<file path="config.mk">
export PLATFORM = sky130hd
export DESIGN_NAME = id_ex_stage
export DESIGN_NICKNAME = d
export VERILOG_FILES = /design/src/rtl/mips_pkg.sv /design/src/rtl/alu_control.sv /design/src/rtl/id_ex_stage.sv
export SDC_FILE = /design/constraint.sdc
export NUM_CORES = 1
export LEC_CHECK = 0
export ABC_AREA = 0
export CAP_MARGIN = 10
export CORE_MARGIN = 3
export CORE_UTILIZATION = 42
export DETAILED_ROUTE_END_ITERATION = 8
export PLACE_DENSITY = 0.91
export SYNTH_ARGS = -nofsm -noshare
export SYNTH_HDL_FRONTEND = slang
export SYNTH_SLANG_ARGS = --single-unit
</file>
<file path="constraint.sdc">
create_clock -name clk -period 2.78 [get_ports clk]
set_input_delay 0.556 -clock clk [delete_from_list [all_inputs] [get_ports clk]]
set_output_delay 0.556 -clock clk [all_outputs]
set_load 0.03 [all_outputs]
</file>
<file path="src/rtl/mips_pkg.sv">
// Shared constants and types for the MIPS ID/EX stage: ALU selection codes,
// ALUOp encodings, R-type funct values and the EX control bundle.
package mips_pkg;

  // ALU selection codes driven onto selectionLines
  localparam logic [3:0] ALU_AND = 4'b0000;
  localparam logic [3:0] ALU_OR  = 4'b0001;
  localparam logic [3:0] ALU_ADD = 4'b0010;
  localparam logic [3:0] ALU_SUB = 4'b0110;
  localparam logic [3:0] ALU_SLT = 4'b0111;

  // ALUOp encodings produced by the main decoder
  localparam logic [1:0] ALUOP_ADD   = 2'b00;
  localparam logic [1:0] ALUOP_SUB   = 2'b01;
  localparam logic [1:0] ALUOP_RTYPE = 2'b10;
  localparam logic [1:0] ALUOP_OR    = 2'b11;

  // R-type funct fields the ALU understands
  localparam logic [5:0] FUNCT_ADD = 6'b100000;
  localparam logic [5:0] FUNCT_SUB = 6'b100010;
  localparam logic [5:0] FUNCT_AND = 6'b100100;
  localparam logic [5:0] FUNCT_OR  = 6'b100101;
  localparam logic [5:0] FUNCT_SLT = 6'b101010;

  // Control carried from ID into EX
  typedef struct packed {
    logic       valid;
    logic       reg_write;
    logic       mem_read;
    logic       mem_write;
    logic       mem_to_reg;
    logic       alu_src;
    logic       illegal;
    logic [3:0] alu_sel;
  } ex_ctrl_t;

  // A bubble does nothing: no writes, no memory access, harmless add
  localparam ex_ctrl_t EX_CTRL_BUBBLE = '{
    valid:      1'b0,
    reg_write:  1'b0,
    mem_read:   1'b0,
    mem_write:  1'b0,
    mem_to_reg: 1'b0,
    alu_src:    1'b0,
    illegal:    1'b0,
    alu_sel:    ALU_ADD
  };

endpackage

</file>
<file path="src/rtl/alu_control.sv">
// ALU control decoder: maps ALUOp and funct to the 4-bit ALU selection code
// and flags R-type funct values the ALU does not implement.
module alu_control
  import mips_pkg::*;
(
  input  logic [1:0] alu_op,
  input  logic [5:0] funct,
  output logic [3:0] alu_sel,
  output logic       illegal
);

  // Decode ALUOp first; only R-type consults funct
  always_comb begin
    alu_sel = ALU_ADD;
    illegal = 1'b0;
    unique case (alu_op)
      ALUOP_ADD: alu_sel = ALU_ADD;
      ALUOP_SUB: alu_sel = ALU_SUB;
      ALUOP_OR:  alu_sel = ALU_OR;
      default: begin
        case (funct)
          FUNCT_ADD: alu_sel = ALU_ADD;
          FUNCT_SUB: alu_sel = ALU_SUB;
          FUNCT_AND: alu_sel = ALU_AND;
          FUNCT_OR:  alu_sel = ALU_OR;
          FUNCT_SLT: alu_sel = ALU_SLT;
          default: begin
            alu_sel = ALU_ADD;
            illegal = 1'b1;
          end
        endcase
      end
    endcase
  end

endmodule

</file>
<file path="src/rtl/id_ex_stage.sv">
// ID/EX pipeline register: captures decoded operands and control, resolves
// EX/MEM and MEM/WB forwarding for the ALU operands, and inserts a bubble on
// a load-use hazard (upstream IF/ID holds on the same signal).
module id_ex_stage
  import mips_pkg::*;
#(
  parameter int DATA_W = 32,
  parameter int REG_W  = 5
) (
  input  logic              clk,
  input  logic              reset,
  input  logic              stall,
  input  logic              flush,
  input  logic              id_valid,
  input  logic [1:0]        id_aluOp,
  input  logic [5:0]        id_funct,
  input  logic              id_aluSrc,
  input  logic              id_regDst,
  input  logic              id_regWrite,
  input  logic              id_memRead,
  input  logic              id_memWrite,
  input  logic              id_memToReg,
  input  logic [DATA_W-1:0] id_readData1,
  input  logic [DATA_W-1:0] id_readData2,
  input  logic [DATA_W-1:0] id_imm,
  input  logic [REG_W-1:0]  id_rs,
  input  logic [REG_W-1:0]  id_rt,
  input  logic [REG_W-1:0]  id_rd,
  input  logic              exmem_regWrite,
  input  logic              memwb_regWrite,
  input  logic [REG_W-1:0]  exmem_rd,
  input  logic [REG_W-1:0]  memwb_rd,
  input  logic [DATA_W-1:0] exmem_result,
  input  logic [DATA_W-1:0] memwb_result,
  output logic              loadUseHazard,
  output logic              ex_valid,
  output logic [DATA_W-1:0] input1,
  output logic [DATA_W-1:0] input2,
  output logic [3:0]        selectionLines,
  output logic [DATA_W-1:0] ex_storeData,
  output logic [REG_W-1:0]  ex_writeReg,
  output logic              ex_regWrite,
  output logic              ex_memRead,
  output logic              ex_memWrite,
  output logic              ex_memToReg,
  output logic              ex_illegal
);

  ex_ctrl_t          ctrl_q, ctrl_d;
  logic [DATA_W-1:0] rd1_q, rd1_d;
  logic [DATA_W-1:0] rd2_q, rd2_d;
  logic [DATA_W-1:0] imm_q, imm_d;
  logic [REG_W-1:0]  rs_q, rs_d;
  logic [REG_W-1:0]  rt_q, rt_d;
  logic [REG_W-1:0]  wreg_q, wreg_d;

  logic [3:0]        id_alu_sel;
  logic              id_illegal;
  logic [DATA_W-1:0] fwd_a;
  logic [DATA_W-1:0] fwd_b;

  alu_control u_alu_control (
    .alu_op  (id_aluOp),
    .funct   (id_funct),
    .alu_sel (id_alu_sel),
    .illegal (id_illegal)
  );

  // Load in EX whose destination is read by the instruction in ID
  always_comb begin
    loadUseHazard = ctrl_q.valid && ctrl_q.mem_read && (wreg_q != '0) &&
                    id_valid && ((wreg_q == id_rs) || (wreg_q == id_rt));
  end

  // Next entry: hold on stall, bubble on flush/hazard/empty ID, else capture
  always_comb begin
    ctrl_d = ctrl_q;
    rd1_d  = rd1_q;
    rd2_d  = rd2_q;
    imm_d  = imm_q;
    rs_d   = rs_q;
    rt_d   = rt_q;
    wreg_d = wreg_q;
    if (!stall) begin
      if (flush || loadUseHazard || !id_valid) begin
        ctrl_d = EX_CTRL_BUBBLE;
        rd1_d  = '0;
        rd2_d  = '0;
        imm_d  = '0;
        rs_d   = '0;
        rt_d   = '0;
        wreg_d = '0;
      end else begin
        ctrl_d.valid      = 1'b1;
        // an unimplemented funct must never commit a register write
        ctrl_d.reg_write  = id_regWrite && !id_illegal;
        ctrl_d.mem_read   = id_memRead;
        ctrl_d.mem_write  = id_memWrite;
        ctrl_d.mem_to_reg = id_memToReg;
        ctrl_d.alu_src    = id_aluSrc;
        ctrl_d.illegal    = id_illegal;
        ctrl_d.alu_sel    = id_alu_sel;
        rd1_d  = id_readData1;
        rd2_d  = id_readData2;
        imm_d  = id_imm;
        rs_d   = id_rs;
        rt_d   = id_rt;
        wreg_d = id_regDst ? id_rd : id_rt;
      end
    end
  end

  // Pipeline register with synchronous reset to a bubble
  always_ff @(posedge clk) begin
    if (reset) begin
      ctrl_q <= EX_CTRL_BUBBLE;
      rd1_q  <= '0;
      rd2_q  <= '0;
      imm_q  <= '0;
      rs_q   <= '0;
      rt_q   <= '0;
      wreg_q <= '0;
    end else begin
      ctrl_q <= ctrl_d;
      rd1_q  <= rd1_d;
      rd2_q  <= rd2_d;
      imm_q  <= imm_d;
      rs_q   <= rs_d;
      rt_q   <= rt_d;
      wreg_q <= wreg_d;
    end
  end

  // Operand forwarding; the younger EX/MEM result beats MEM/WB, $0 never forwards
  always_comb begin
    if (exmem_regWrite && (exmem_rd != '0) && (exmem_rd == rs_q))
      fwd_a = exmem_result;
    else if (memwb_regWrite && (memwb_rd != '0) && (memwb_rd == rs_q))
      fwd_a = memwb_result;
    else
      fwd_a = rd1_q;

    if (exmem_regWrite && (exmem_rd != '0) && (exmem_rd == rt_q))
      fwd_b = exmem_result;
    else if (memwb_regWrite && (memwb_rd != '0) && (memwb_rd == rt_q))
      fwd_b = memwb_result;
    else
      fwd_b = rd2_q;
  end

  assign input1         = fwd_a;
  assign input2         = ctrl_q.alu_src ? imm_q : fwd_b;
  assign ex_storeData   = fwd_b;
  assign selectionLines = ctrl_q.alu_sel;
  assign ex_valid       = ctrl_q.valid;
  assign ex_writeReg    = wreg_q;
  assign ex_regWrite    = ctrl_q.reg_write;
  assign ex_memRead     = ctrl_q.mem_read;
  assign ex_memWrite    = ctrl_q.mem_write;
  assign ex_memToReg    = ctrl_q.mem_to_reg;
  assign ex_illegal     = ctrl_q.illegal;

endmodule

</file>
==> results.sh <==
export IMPL_status="complete, but fails checks"
export IMPL_violations="negative setup slack"
export IMPL_rows=45
export IMPL_preCtsSetupSlack_ns=-1.13
export IMPL_die_width_um=132
export IMPL_end_kind="output pin"
export IMPL_maxCapViolCount=0
export IMPL_wl_per_cell_um=30.3
export IMPL_grt_pass1_wl_um=52800
export IMPL_postSynthNetCount=932
export IMPL_wirelength_um=40600
export IMPL_clk_path_buf_depth=2
export IMPL_clk_latency_ns=0.45
export IMPL_initial_core_util_pct=43.4
export IMPL_yosysTopAreaCell="dfxtp_1"
export IMPL_cp_max_fo=4
export IMPL_cts_sinks=121
export IMPL_hpwl_um=20700
export IMPL_setup_violations=96
export IMPL_ios=318
export IMPL_worst_pin_slew_ns=0.552
export IMPL_synth_edf_count=0
export IMPL_first_global_vias=8903
export IMPL_syn_area_per_cell_um2=9.18
export IMPL_required_ns=2.22
export IMPL_first_pass_iters=7
export IMPL_portBuffers=316
export IMPL_avgViaCountPerCell=6.76
export IMPL_fin_skew_ns=0.0202
export IMPL_netlist_top_cells_area="dfxtp_1 (36%), a22o_1 (15%), mux2_2 (5.9%), o31ai_2 (5.3%), mux2i_1 (5.0%)"
export IMPL_synth_ff_latch_count=121
export IMPL_power_leakage_nw=5.08
export IMPL_syn_area_um2=6660
export IMPL_first_iter_violations=1278
export IMPL_netlist_area_leader_share_pct=36.3
export IMPL_area_delta_synth_final_pct=106
export IMPL_endpoint="input2[9]"
export IMPL_rr_worst_depth=5
export IMPL_die_y_um=132
export IMPL_synth_seq_area_share_pct=36.3
export IMPL_r2r_start="ex_writeReg[4]"
export IMPL_reg2reg_to="rd1_q[23]"
export IMPL_routabilityCongestion=0.894
export IMPL_synthCells=726
export IMPL_yosysMostFrequentCell="dfxtp_1"
export IMPL_max_clock_freq_mhz=289
export IMPL_final_max_slew_viol_count=0
export IMPL_worst_setup_path_start_kind="flip-flop"
export IMPL_drive_gt1_share_pct=43.6
export IMPL_cts_htree_levels=4
export IMPL_cts_root_buf="clkbuf_16"
export IMPL_postCtsHoldBufs=0
export IMPL_period_needed_ns=3.46
export IMPL_yosys_warnings=0
export IMPL_cp_arrival_ns=2.90
export IMPL_clk_pin_slew_ns=0.07
export IMPL_dominantRegCellSynth="dfxtp_1"
export IMPL_nets=1318
export IMPL_synthTopCellsByCount="dfxtp_1 (121), a22o_1 (116), clkbuf_1 (43)"
export IMPL_grt_usage_pct=38.8
export IMPL_setup_tns_final_ns=-32.58
export IMPL_fp_dieArea_um2=17400
export IMPL_synthArstFlopShare_pct=0
export IMPL_rsz0062_at_grt="true"
export IMPL_synth_cell_types=44
export IMPL_antenna_left=0
export IMPL_drc=0
export IMPL_finalHoldViolCount=0
export IMPL_startpoint="rt_q[0]"
export IMPL_fin_crit_sh_pct=124
export IMPL_ff2ff_setup_slack_ns=0.62
export IMPL_fillers=602
export IMPL_worst_slack_ns=-0.681
export IMPL_grt_max_degree=63
export IMPL_antenna_found_initial=5
export IMPL_cts_tree="done"
export IMPL_cts_buffers_inserted=17
export IMPL_vias=9050
export IMPL_path_class="flip-flop to output pin"
export IMPL_power_density_nw_per_um2=413
export IMPL_grt_overflow_total=0
export IMPL_core_um2=15400
export IMPL_vdd_drop_max_mv=0.471
export IMPL_max_slew_margin_pct=62.9
export IMPL_hp_class="flip-flop to flip-flop"
[kinds of logic (layout without fill, tap and decap cells)]
family / count (synthesis) / after routing / share of synthesized area, %
simple gates: 196 / 196 / 14.8
xor+xnor: 30 / 30 / 3.94
mux: 68 / 68 / 10.9
buf+inv: 86 / 484 / 6.05
flops: 121 / 121 / 36.3
compound gates: 224 / 224 / 27.9
other cells: 1 / 4 / 0.0563
[stage by stage]
step                cell area [µm²]  hold slack [ns]  utilization, %  power (mW)  std cells
floorplan                      7590            0.424               -        2.36        726
global placement              11500            0.436            74.7        2.99       1262
detailed placement            11500            0.448            74.7        3.01       1262
CTS                           13300            0.456            86.3        5.44       1331
global route                  13700            0.489            89.4        5.75       1337
finish                        13700            0.463            89.5        5.68       1338
[where the power goes]
part	switching, mW	internal (mW)	leakage, nW
logic	0.697	0.713	3.79
clock network	0.919	1.52	0.306
registers	0.0478	1.78	0.985
[what timing repair did]
item | 4_1_cts | 5_1_grt
gates resized for setup | 464 | 125
buffers inserted | 31 | 12
setup endpoints to repair | 96 | 96
cloned | 10 | 1
pin swaps | 51 | 41
[per-layer routing]
| metal | vias to the layer above | global-route usage [%] | part of all wire, % |
|---|---|---|---|
| li1 | 3562 | - | - |
| met1 | 4278 | 44.7 | 34 |
| met2 | 894 | 65.2 | 47 |
| met3 | 310 | 9.89 | 11 |
| met4 | 6 | 22.5 | 8.6 |
| met5 | - | 0 | 0.099 |
[flip-flops by register name, summed over array words and instances (netlist names)]
signal and count:
imm_q 32, rd1_q 32, rd2_q 32, ex_writeReg 5, rs_q 5, rt_q 5
selectionLines 3, ctrl_q 1, ex_illegal 1, ex_memRead 1, ex_memToReg 1, ex_memWrite 1
ex_regWrite 1, ex_valid 1
[worst max-delay path, cell delays in order, from the launching register on]
cell	delay, ns
dfxtp_4	0.38
xor2_4	0.15
or4b_4	0.59
buf_16	0.18
buf_8	0.12
buf_4	0.14
nor4b_4	0.27
a211oi_2	0.07
buf_4	0.17
o31ai_4	0.21
buf_6	0.18
[final cells by class]
class	instances	area, µm²	share of cell area [%]
diodes	3	7.51	0.0546
well taps	211	264	1.92
repair buffers	451	4850	35.3
inverters	2	7.51	0.0546
clock buffers	24	502	3.65
flip-flops and latches	121	2440	17.7
multi-input cells	519	5560	40.5
clock inverters	7	114	0.828
[how the worst min path moves through the flow]
stage / to / depth (start not counted) / from / slack, ns
6_report: selectionLines[1] / 2 / selectionLines[1] / 0.46
5_1_grt: imm_q[16] / 1 / imm_q[16] / 0.49
4_1_cts: selectionLines[1] / 2 / selectionLines[1] / 0.46
3_5_place_dp: selectionLines[1] / 2 / selectionLines[1] / 0.45
3_3_place_gp: selectionLines[1] / 2 / selectionLines[1] / 0.44
2_1_floorplan: selectionLines[1] / 2 / selectionLines[1] / 0.42
[layout by cell type, fill, tap and decap left out, drive strengths merged, types with 3 or more instances in the layout]
master,synthesis,routed
mux2i,33,33
a22o,116,116
nor3,31,31
a32o,4,4
xnor2,21,21
nand3,36,36
buf,40,239
nor4,31,31
a21oi,33,33
diode,0,3
clkdlybuf4s50,0,207
o31ai,32,32
xor2,9,9
clkinv,0,4
bufinv,0,3
nor2,40,40
clkbuf,44,26
a31oi,30,30
nand2,39,39
nor2b,3,3
dfxtp,121,121
mux2,35,35
No activity file was read; power rests on OpenSTA's default activity.
